<file path="src/rtl/t08_lcd_sequencer.sv">
`default_nettype none
// ============================================================================
// Module   : t08_lcd_sequencer
// Purpose  : Power-up and rectangle-fill sequencer in front of the 8080-style
//            LCD command/parameter serializer. RAW_CMD_EN adds a raw command
//            requester that takes priority over fills.
// Revision : 1.0 - initial release
// ============================================================================
module t08_lcd_sequencer #(
   parameter logic [7:0] MADCTL_VAL   = 8'h48,
   parameter logic [7:0] COLMOD_VAL   = 8'h55,
   parameter int         BUSY_TIMEOUT = 1024
) (
   input  logic        clk,
   input  logic        nrst,
   input  logic        fill_valid,
   output logic        fill_ready,
   input  logic [8:0]  fill_x0,
   input  logic [8:0]  fill_x1,
   input  logic [8:0]  fill_y0,
   input  logic [8:0]  fill_y1,
   input  logic [15:0] fill_color,
`ifdef RAW_CMD_EN
   input  logic        raw_valid,
   output logic        raw_ready,
   input  logic [7:0]  raw_cmd,
   input  logic [3:0]  raw_cnt,
   input  logic [31:0] raw_par,
`endif
   output logic [31:0] spi_inputs,
   output logic        spi_enable_command,
   output logic        spi_enable_parameter,
   input  logic        spi_busy,
   output logic        init_done,
   output logic        fill_err,
   output logic        timeout_err
);

   localparam int                  c_wait_w    = $clog2(BUSY_TIMEOUT + 1);
   localparam logic [c_wait_w-1:0] c_wait_last = c_wait_w'(BUSY_TIMEOUT - 1);

   typedef enum logic [2:0] {
      M_INIT, M_IDLE, M_ERR, M_CASET, M_PASET, M_PIX, M_RAW
   } main_t;

   typedef enum logic [2:0] {
      P_ISSUE, P_CMD, P_PAR, P_WHI, P_WLO
   } phase_t;

   main_t               r_main, w_main_nx;
   phase_t              r_phase, w_phase_nx;
   logic                r_arm;
   logic [2:0]          r_rom_idx, w_rom_nx;
   logic [c_wait_w-1:0] r_wait, w_wait_nx;
   logic [17:0]         r_pix_cnt, w_pix_nx, w_dx, w_dy, w_n;
   logic                r_first, w_first_nx;
   logic [8:0]          r_x0, r_x1, r_y0, r_y1;
   logic [15:0]         r_color;
   logic [31:0]         r_data, w_data_nx;
   logic                r_cmd_stb, w_cmd_stb_nx, r_par_stb, w_par_stb_nx;
   logic                r_init_done, w_done_nx, r_fill_err, w_ferr_nx, r_timeout, w_tout_nx;
   logic [7:0]          w_cmd;
   logic [3:0]          w_cnt;
   logic [31:0]         w_par;
   logic                w_idle_ok, w_fill_go, w_bad, w_raw_go;

`ifdef RAW_CMD_EN
   logic [7:0]          r_raw_cmd;
   logic [3:0]          r_raw_cnt;
   logic [31:0]         r_raw_par;

   assign raw_ready  = w_idle_ok;
   assign w_raw_go   = raw_valid && w_idle_ok;
   assign fill_ready = w_idle_ok && !r_timeout && !raw_valid;
`else
   assign w_raw_go   = 1'b0;
   assign fill_ready = w_idle_ok && !r_timeout;
`endif

   assign w_idle_ok = (r_main == M_IDLE) && r_init_done;
   assign w_fill_go = fill_valid && fill_ready;
   assign w_bad     = (fill_x1 < fill_x0) || (fill_y1 < fill_y0);

   assign w_dx = 18'(r_x1) - 18'(r_x0) + 18'd1;
   assign w_dy = 18'(r_y1) - 18'(r_y0) + 18'd1;
   assign w_n  = w_dx * w_dy;

   assign spi_inputs           = r_data;
   assign spi_enable_command   = r_cmd_stb;
   assign spi_enable_parameter = r_par_stb;
   assign init_done            = r_init_done;
   assign fill_err             = r_fill_err;
   assign timeout_err          = r_timeout;

   // Command, parameter count and packed parameter for the current job step
   always_comb begin
      w_cmd = 8'h00;
      w_cnt = 4'd0;
      w_par = 32'd0;
      case (r_main)
         M_INIT: begin
            case (r_rom_idx)
               3'd0: w_cmd = 8'h01;
               3'd1: w_cmd = 8'h11;
               3'd2: begin w_cmd = 8'h3A; w_cnt = 4'd1; w_par = {COLMOD_VAL, 24'd0}; end
               3'd3: begin w_cmd = 8'h36; w_cnt = 4'd1; w_par = {MADCTL_VAL, 24'd0}; end
               default: w_cmd = 8'h29;
            endcase
         end
         M_CASET: begin w_cmd = 8'h2A; w_cnt = 4'd4; w_par = {7'd0, r_x0, 7'd0, r_x1}; end
         M_PASET: begin w_cmd = 8'h2B; w_cnt = 4'd4; w_par = {7'd0, r_y0, 7'd0, r_y1}; end
         M_PIX: begin
            w_cmd = r_first ? 8'h2C : 8'h3C;
            w_cnt = 4'd2;
            w_par = {r_color, 16'd0};
         end
`ifdef RAW_CMD_EN
         M_RAW: begin w_cmd = r_raw_cmd; w_cnt = r_raw_cnt; w_par = r_raw_par; end
`endif
         default: ;
      endcase
   end

   always_comb begin
      w_main_nx    = r_main;
      w_phase_nx   = r_phase;
      w_rom_nx     = r_rom_idx;
      w_wait_nx    = r_wait;
      w_pix_nx     = r_pix_cnt;
      w_first_nx   = r_first;
      w_data_nx    = r_data;
      w_cmd_stb_nx = 1'b0;
      w_par_stb_nx = 1'b0;
      w_done_nx    = r_init_done;
      w_ferr_nx    = 1'b0;
      w_tout_nx    = r_timeout;
      if (r_main == M_CASET) w_pix_nx = w_n;
      case (r_main)
         M_IDLE: begin
            if (w_raw_go) begin
               w_main_nx = M_RAW;
            end else if (w_fill_go) begin
               w_ferr_nx = w_bad;
               if (w_bad) w_main_nx = M_ERR;
               else       w_main_nx = M_CASET;
            end
         end
         M_ERR: w_main_nx = M_IDLE;
         M_INIT, M_CASET, M_PASET, M_PIX, M_RAW: begin
            case (r_phase)
               P_ISSUE: begin
                  // r_arm keeps the first strobe out of the cycle after reset release
                  if (r_arm) begin
                     w_phase_nx   = P_CMD;
                     w_cmd_stb_nx = 1'b1;
                     w_data_nx    = {20'd0, w_cnt, w_cmd};
                  end
               end
               P_CMD: begin
                  w_phase_nx   = P_PAR;
                  w_par_stb_nx = 1'b1;
                  w_data_nx    = w_par;
               end
               P_PAR: begin
                  w_phase_nx = P_WHI;
                  w_wait_nx  = '0;
               end
               P_WHI: begin
                  if (spi_busy) begin
                     w_phase_nx = P_WLO;
                  end else if (r_wait == c_wait_last) begin
                     w_tout_nx  = 1'b1;
                     w_main_nx  = M_IDLE;
                     w_phase_nx = P_ISSUE;
                  end else begin
                     w_wait_nx = r_wait + c_wait_w'(1);
                  end
               end
               P_WLO: begin
                  if (!spi_busy) begin
                     w_phase_nx = P_ISSUE;
                     case (r_main)
                        M_INIT: begin
                           if (r_rom_idx == 3'd4) begin
                              w_done_nx = 1'b1;
                              w_main_nx = M_IDLE;
                           end else begin
                              w_rom_nx = r_rom_idx + 3'd1;
                           end
                        end
                        M_CASET: w_main_nx = M_PASET;
                        M_PASET: begin
                           w_main_nx  = M_PIX;
                           w_first_nx = 1'b1;
                        end
                        M_PIX: begin
                           w_first_nx = 1'b0;
                           w_pix_nx   = r_pix_cnt - 18'd1;
                           if (r_pix_cnt == 18'd1) w_main_nx = M_IDLE;
                        end
                        default: w_main_nx = M_IDLE;
                     endcase
                  end
               end
               default: w_phase_nx = P_ISSUE;
            endcase
         end
         default: w_main_nx = M_IDLE;
      endcase
   end

   always_ff @(posedge clk or negedge nrst) begin
      if (!nrst) begin
         r_main      <= M_INIT;
         r_phase     <= P_ISSUE;
         r_arm       <= 1'b0;
         r_rom_idx   <= '0;
         r_wait      <= '0;
         r_pix_cnt   <= '0;
         r_first     <= 1'b0;
         r_x0        <= '0;
         r_x1        <= '0;
         r_y0        <= '0;
         r_y1        <= '0;
         r_color     <= '0;
         r_data      <= '0;
         r_cmd_stb   <= 1'b0;
         r_par_stb   <= 1'b0;
         r_init_done <= 1'b0;
         r_fill_err  <= 1'b0;
         r_timeout   <= 1'b0;
`ifdef RAW_CMD_EN
         r_raw_cmd   <= '0;
         r_raw_cnt   <= '0;
         r_raw_par   <= '0;
`endif
      end else begin
         r_main      <= w_main_nx;
         r_phase     <= w_phase_nx;
         r_arm       <= 1'b1;
         r_rom_idx   <= w_rom_nx;
         r_wait      <= w_wait_nx;
         r_pix_cnt   <= w_pix_nx;
         r_first     <= w_first_nx;
         r_data      <= w_data_nx;
         r_cmd_stb   <= w_cmd_stb_nx;
         r_par_stb   <= w_par_stb_nx;
         r_init_done <= w_done_nx;
         r_fill_err  <= w_ferr_nx;
         r_timeout   <= w_tout_nx;
         if (w_fill_go) begin
            r_x0    <= fill_x0;
            r_x1    <= fill_x1;
            r_y0    <= fill_y0;
            r_y1    <= fill_y1;
            r_color <= fill_color;
         end
`ifdef RAW_CMD_EN
         if (w_raw_go) begin
            r_raw_cmd <= raw_cmd;
            r_raw_cnt <= raw_cnt;
            r_raw_par <= raw_par;
         end
`endif
      end
   end

endmodule
`default_nettype wire

</file>
<file path="config.mk">
export PLATFORM = sky130hd
export DESIGN_NAME = t08_lcd_sequencer
export DESIGN_NICKNAME = d
export VERILOG_FILES = /design/src/rtl/t08_lcd_sequencer.sv
export SDC_FILE = /design/constraint.sdc
export NUM_CORES = 1
export LEC_CHECK = 0
export BUFFER_PORTS_ARGS = -buffer_cell sky130_fd_sc_hd__clkbuf_2
export CORE_ASPECT_RATIO = 0.75
export CORE_MARGIN = 4
export CORE_UTILIZATION = 45
export DETAILED_ROUTE_END_ITERATION = 8
export PLACE_DENSITY = 0.66
export SYNTH_ARGS = -nofsm -noshare
export SYNTH_HDL_FRONTEND = slang
export SYNTH_SLANG_ARGS = --single-unit
</file>
<file path="constraint.sdc">
create_clock -name clk -period 8.21 [get_ports clk]
set_input_delay 0 -clock clk [delete_from_list [all_inputs] [get_ports clk]]
set_output_delay 0 -clock clk [all_outputs]
set_load 0.005 [all_outputs]
</file>
# After elaboration in Yosys (flattened, before gate mapping)
# Index checks and enable logic that the tools add are counted.
[classes] add_sub_neg=7 mul=1 magnitude_cmp=2 eq_ne=27 mux=40 bitwise_logic=2 n_reduce_logical=22
[ops] operator="$pmux W32 S4" count=1
[ops] operator="$mux W18" count=5
[ops] operator="$pmux W32 S2" count=1
[ops] operator="$pmux W31 S2" count=1
[ops] operator="$mux W32" count=1
[ops] operator="$pmux W8 S4" count=1
[ops] operator="$mux W3" count=10
[ops] operator="$pmux W6 S4" count=1
[ops] operator="$add A10 B2 Y11 const B" count=2
[ops] operator="$mux W11" count=2
[ops] operator="$pmux W11 S2" count=1
[ops] operator="$sub A9 B9 Y10" count=2
[ops] operator="$eq A18 B1 Y1 const B" count=1
[ops] operator="$lt A9 B9 Y1" count=2
[ops] operator="$mul A11 B11 Y18" count=1
[ops] operator="$sub A18 B1 Y18 const B" count=1
[ops] operator="$reduce_and A4 Y1" count=4
[ops] operator="$eq A3 B2 Y1 const B" count=5
[ops] operator="$eq A3 B3 Y1 const B" count=5
[ops] operator="$pmux W3 S5" count=1
[ops] operator="$ne A3 B3 Y1 const B" count=4
[ops] operator="$pmux W3 S2" count=2
[ops] operator="$pmux W3 S4" count=1
[ops] operator="$add A11 B1 Y11 const B" count=1
[ops] operator="21 further kinds" count=45
[totals] reg_bits=129 input_bits=56 output_inout_bits=38 elab_cells=119

# Logic depth before layout (Yosys ltp)
[depth] word_depth=8 depth_mapped=33 ltp_nobuf=33

# Worst setup path before layout
# OpenSTA, ideal clock, no wires.
[synth_path] path_kind="reg-to-reg" from="register r_y1[0]" to="register r_pix_cnt[17]" setup_time_ns=0.126 t_arrival_ns=7.576 t_required_ns=8.084 setup_slack_ns=0.508 stages_incl_launch_ff=31 n_path_buf=0 synth_period_minus_slack_ns=7.702 cell_sequence="dfrtp_1 > inv_1 > ha_1 > inv_1 > fa_1 > a211oi_2 > o21ai_1 > a21oi_4 > xor2_4 > nand3b_1 > a21o_1 > a221o_1 > xnor2_1 > nor2b_1 > fa_1 > fa_1 > fa_1 > fa_1 > inv_1 > fa_1 > inv_1 > ha_1 > and3_1 > a21oi_1 > o21ai_0 > o21a_1 > a311oi_1 > xnor2_1 > xnor2_1 > xnor2_1 > a221o_1"
[synth_between] elab_chain_cells=8
[synth_lines] item="start, declared" line="57" rtl="logic [8:0] r_x0, r_x1, r_y0, r_y1;"
[synth_lines] item="start signal, assigned" line="255" rtl="r_y1 <= fill_y1;"
[synth_lines] item="$sub A9 B9 Y10 (*)" line="85" rtl="assign w_dy = 18'(r_y1) - 18'(r_y0) + 18'd1;"
[synth_lines] item="$add A10 B2 Y11 (*)" line="85"
[synth_lines] item="$mul A11 B11 Y18 (*)" line="86" rtl="assign w_n = w_dx * w_dy;"
[synth_lines] item="$mux W18 (*)" line="137" rtl="if (r_main == M_CASET) w_pix_nx = w_n;"
[synth_lines] item="$mux W18" line="182" rtl="case (r_main)"
[synth_lines] item="$mux W18" line="180" rtl="if (!spi_busy) begin"
[synth_lines] item="$mux W18" line="150" rtl="case (r_phase)"
[synth_lines] item="$mux W18 (*)" line="138" rtl="case (r_main)"
[synth_lines] item="via w_pix_nx[17]" line="55" rtl="logic [17:0] r_pix_cnt, w_pix_nx, w_dx, w_dy, w_n;"
[synth_lines] item="end signal, assigned" line="243" rtl="r_pix_cnt <= w_pix_nx;"
[synth_lines] item="end, declared" line="55"
# The timed path passes the listed nets; every way through them passes the cells marked *.
# A chain may end at the register's enable or synchronous reset.

# Worst setup path in the final report
# Same ends and word-level chain as after synthesis.

==> results.py <==
metrics = {
    "floorplan": {
        "die_x_microns": 192,
        "start_util_pct": 45.7,
        "die_y_microns": 146,
        "std_cell_rows": 50,
        "ios": 94,
        "die_area_sq_um": 28000,
        "core_area_sq_um": 25000,
    },
    "cts": {
        "htreeDepth": 4,
        "cts_num_sinks": 124,
        "cts_tree": "done",
        "clkTransAtPathRegs_ps": 60,
        "cts_buffers": 17,
        "cts-root-buf": "clkbuf_16",
        "insertion_delay_ps": 430,
        "cts_buffer_depth": 2,
    },
    "synth": {
        "syn_avg_cell_area_sq_um": 9.08,
        "ys_warn_count": 0,
        "netlist_instances": 1257,
        "yosysTopAreaCell": "dfrtp_1",
        "synth_top_area_share_pct": 27.2,
        "synth-seq-area-share_pct": 27.2,
        "synth_edf_count": 0,
        "ys_seq_elements": 124,
        "synth_flop_cell": "dfrtp_1",
        "ys_types": 77,
        "ys_top_cells_by_area": "dfrtp_1, fa_1, ha_1",
        "async_flop_share_pct": 100,
        "synth_area_sq_um": 11400,
    },
    "place": {
        "dpl.hpwl_microns": 22300,
        "dp_cells": 1665,
        "gp_congestion": 0.859,
        "port_buffers": 88,
        "place_area_sq_um": 12300,
    },
    "route": {
        "drc_errors": 0,
        "num_vias": 9221,
        "drt_iter0_drc": 688,
        "wl_per_cell_microns": 16.5,
        "antenna_left": 0,
        "firstDrtPassIters": 5,
        "wirelength_microns": 29000,
        "routed_via_density": 5.24,
    },
    "setup_path": {
        "max_stage_delay_ps": 540,
        "required_ps": 8520,
        "worstSetupStartpointType": "register",
        "worst_setup_path_end_kind": "register",
        "crit_path_frequent_cell": "fa_1",
        "arrival_ps": 8190,
        "cp_max_fo": 7,
        "cp_slowest_cell": "fa_1",
        "criticalPathCategory": "register to register",
    },
    "sta": {
        "tightest_slew_ps": 965,
        "slew_headroom_pct": 35.3,
        "fmax_ghz": 0.127,
        "slew_viol_final": 0,
        "setup_violations": 0,
        "hold_viol_final": 0,
        "setup_tns_ps": 0,
        "layout_min_cycle_time_ps": 7880,
        "finalCritPeriodShare_pct": 96.0,
        "skew_ps": 12.4,
    },
    "finish": {
        "final_area_sq_um": 13600,
        "final_common_cell": "inv_1",
        "fillCellCount": 2177,
        "drive_above_1_share_pct": 16.2,
        "num-nets-final": 1646,
        "multi_input_area_sq_um": 7560,
        "syn2layout_area_growth_pct": 19.3,
        "diodes": 0,
        "final_util_pct": 54.6,
        "final_cells": 1760,
        "regArea_sq_um": 3100,
        "final_cell_mix": "inv_1, dfrtp_1, nor2_1",
    },
    "global_route": {
        "grt_pass1_wl_microns": 47700,
        "grt_pass1_vias": 9102,
        "track_usage_pct": 21.1,
        "antenna_found_initial": 0,
        "grt_overflow_total": 0,
        "grt_max_degree": 74,
    },
    "pwr": {
        "power.static_leakage_uw": 0.00670,
        "irDropWorstVdd_v": 0.000158,
        "powerDensity_nw_per_um2": 151,
        "total_power_uw": 2060,
    },
    "min_path": {
        "min_path_type": "input port to asynchronous set/reset pin",
    },
    "job": {
        "drv_cap": 0,
    },
    "outcome": {
        "status": "completed",
    },
}
[registers in the layout, summed over array words and instances (netlist names)]
| register | cells |
|---|---|
| fill_err | 1 |
| spi_enable_command | 1 |
| r_phase | 3 |
| r_first | 1 |
| r_color | 16 |
| r_pix_cnt | 18 |
| r_rom_idx | 3 |
| r_x1 | 9 |
| timeout_err | 1 |
| r_arm | 1 |
| r_main | 3 |
| r_x0 | 9 |
| r_y1 | 9 |
| init_done | 1 |
| spi_inputs | 27 |
| spi_enable_parameter | 1 |
| r_wait | 11 |
| r_y0 | 9 |
[worst max-delay path: cells and delay by family, from the launching register on]
kind	cells	cell delay (ps)
buffers and inverters	5	350
AOI/OAI and AO/OA	6	1320
DFF	1	400
adders and majority gates	8	3480
and+or+nand+nor	6	1330
xor gates and xnor gates	5	860
[cell usage after synthesis (all sizes together) (3+ instances only)]
cell type	n
mux2i	9
a22oi	6
o21ai	76
nand3	21
fa	94
xnor2	40
mux2	38
nor2b	17
ha	86
a211oi	4
or2	4
buf	10
a31oi	8
nand4	7
a22o	14
nor3	16
a21oi	56
a221oi	4
a221o	3
o21bai	4
a21o	27
a311oi	5
or3	6
and2	23
inv	196
o21a	7
o31ai	5
o22ai	13
dfrtp	124
and2b	4
nor4	5
nand2	107
nand2b	11
xor2	24
and3	7
clkbuf	32
nor2	111
[cell type report]
type | count | share of cell area [%]
inverter | 198 | 5.46
clock inverter | 14 | 1.18
timing repair buffer | 171 | 8.82
clock buffer | 17 | 3.12
sequential | 124 | 22.8
multi-input combinational | 898 | 55.5
tap | 338 | 3.11
[final timing paths]
check                                    start                 endpoint  slack, ps  cells after the start
min in group clk                    fill_valid      r_x0[1]$_DFFE_PN0P_        300                      5
setup reg to reg           r_y1[0]$_DFFE_PN0P_  r_pix_cnt[17]$_DFF_PN0_        330                     30
max in group asynchronous                 nrst      r_y0[7]$_DFFE_PN0P_       6680                      3
setup / recovery           r_y1[0]$_DFFE_PN0P_  r_pix_cnt[17]$_DFF_PN0_        330                     30
hold / removal                            nrst    r_wait[0]$_DFFE_PN0P_        160                      2
hold reg to reg            r_x0[6]$_DFFE_PN0P_      r_x0[6]$_DFFE_PN0P_        480                      2
[where the power goes]
| part | total, uW | switching [uW] | internal (uW) |
|---|---|---|---|
| Clock | 756 | 304 | 451 |
| Combinational | 519 | 322 | 196 |
| Sequential | 781 | 95.4 | 686 |
[kinds of logic (layout without fill, tap and decap cells)]
family	Yosys count	count (layout)	synth area share [%]
AND/OR/NAND/NOR	346	346	14.1
AO/OA/AOI/OAI	252	252	14.5
buffers and inverters	240	400	8.07
adder cells (fa/ha/maj)	180	180	25.9
flip-flops	124	124	27.2
XOR/XNOR	66	67	5.70
multiplexers	47	47	4.54
other	2	6	0.0658
[through the flow]
stage | setup WS [ps] | hold WS [ps]
floorplan | 508 | -296
global placement | 79.2 | 81.9
detailed placement | -154 | 78.8
CTS | 82.0 | 163
global route | -33.0 | 221
finish | 332 | 156
[repair_timing]
| item | 4_1_cts | 5_1_grt |
|---|---|---|
| endpoints found under the setup margin | 1 | 3 |
| gates cloned | 0 | 1 |
| hold buffers | 54 | 0 |
| hold endpoints to repair | 104 | 0 |
| pin swaps | 0 | 9 |
| buffers inserted | 0 | 9 |
| gates resized for setup | 1 | 19 |
[layer usage]
| metal | vias up | global-route usage [%] | wire length, microns | part of all wire, % |
|---|---|---|---|---|
| met5 | - | 0 | 0 | 0 |
| met1 | 4493 | 33.2 | 14100 | 49 |
| met3 | 19 | 3.86 | 1820 | 6.3 |
| met2 | 270 | 30.8 | 12900 | 44 |
| met4 | 0 | 3.63 | 225 | 0.78 |
| li1 | 4439 | - | - | - |
(Power assumes the default switching activity.)
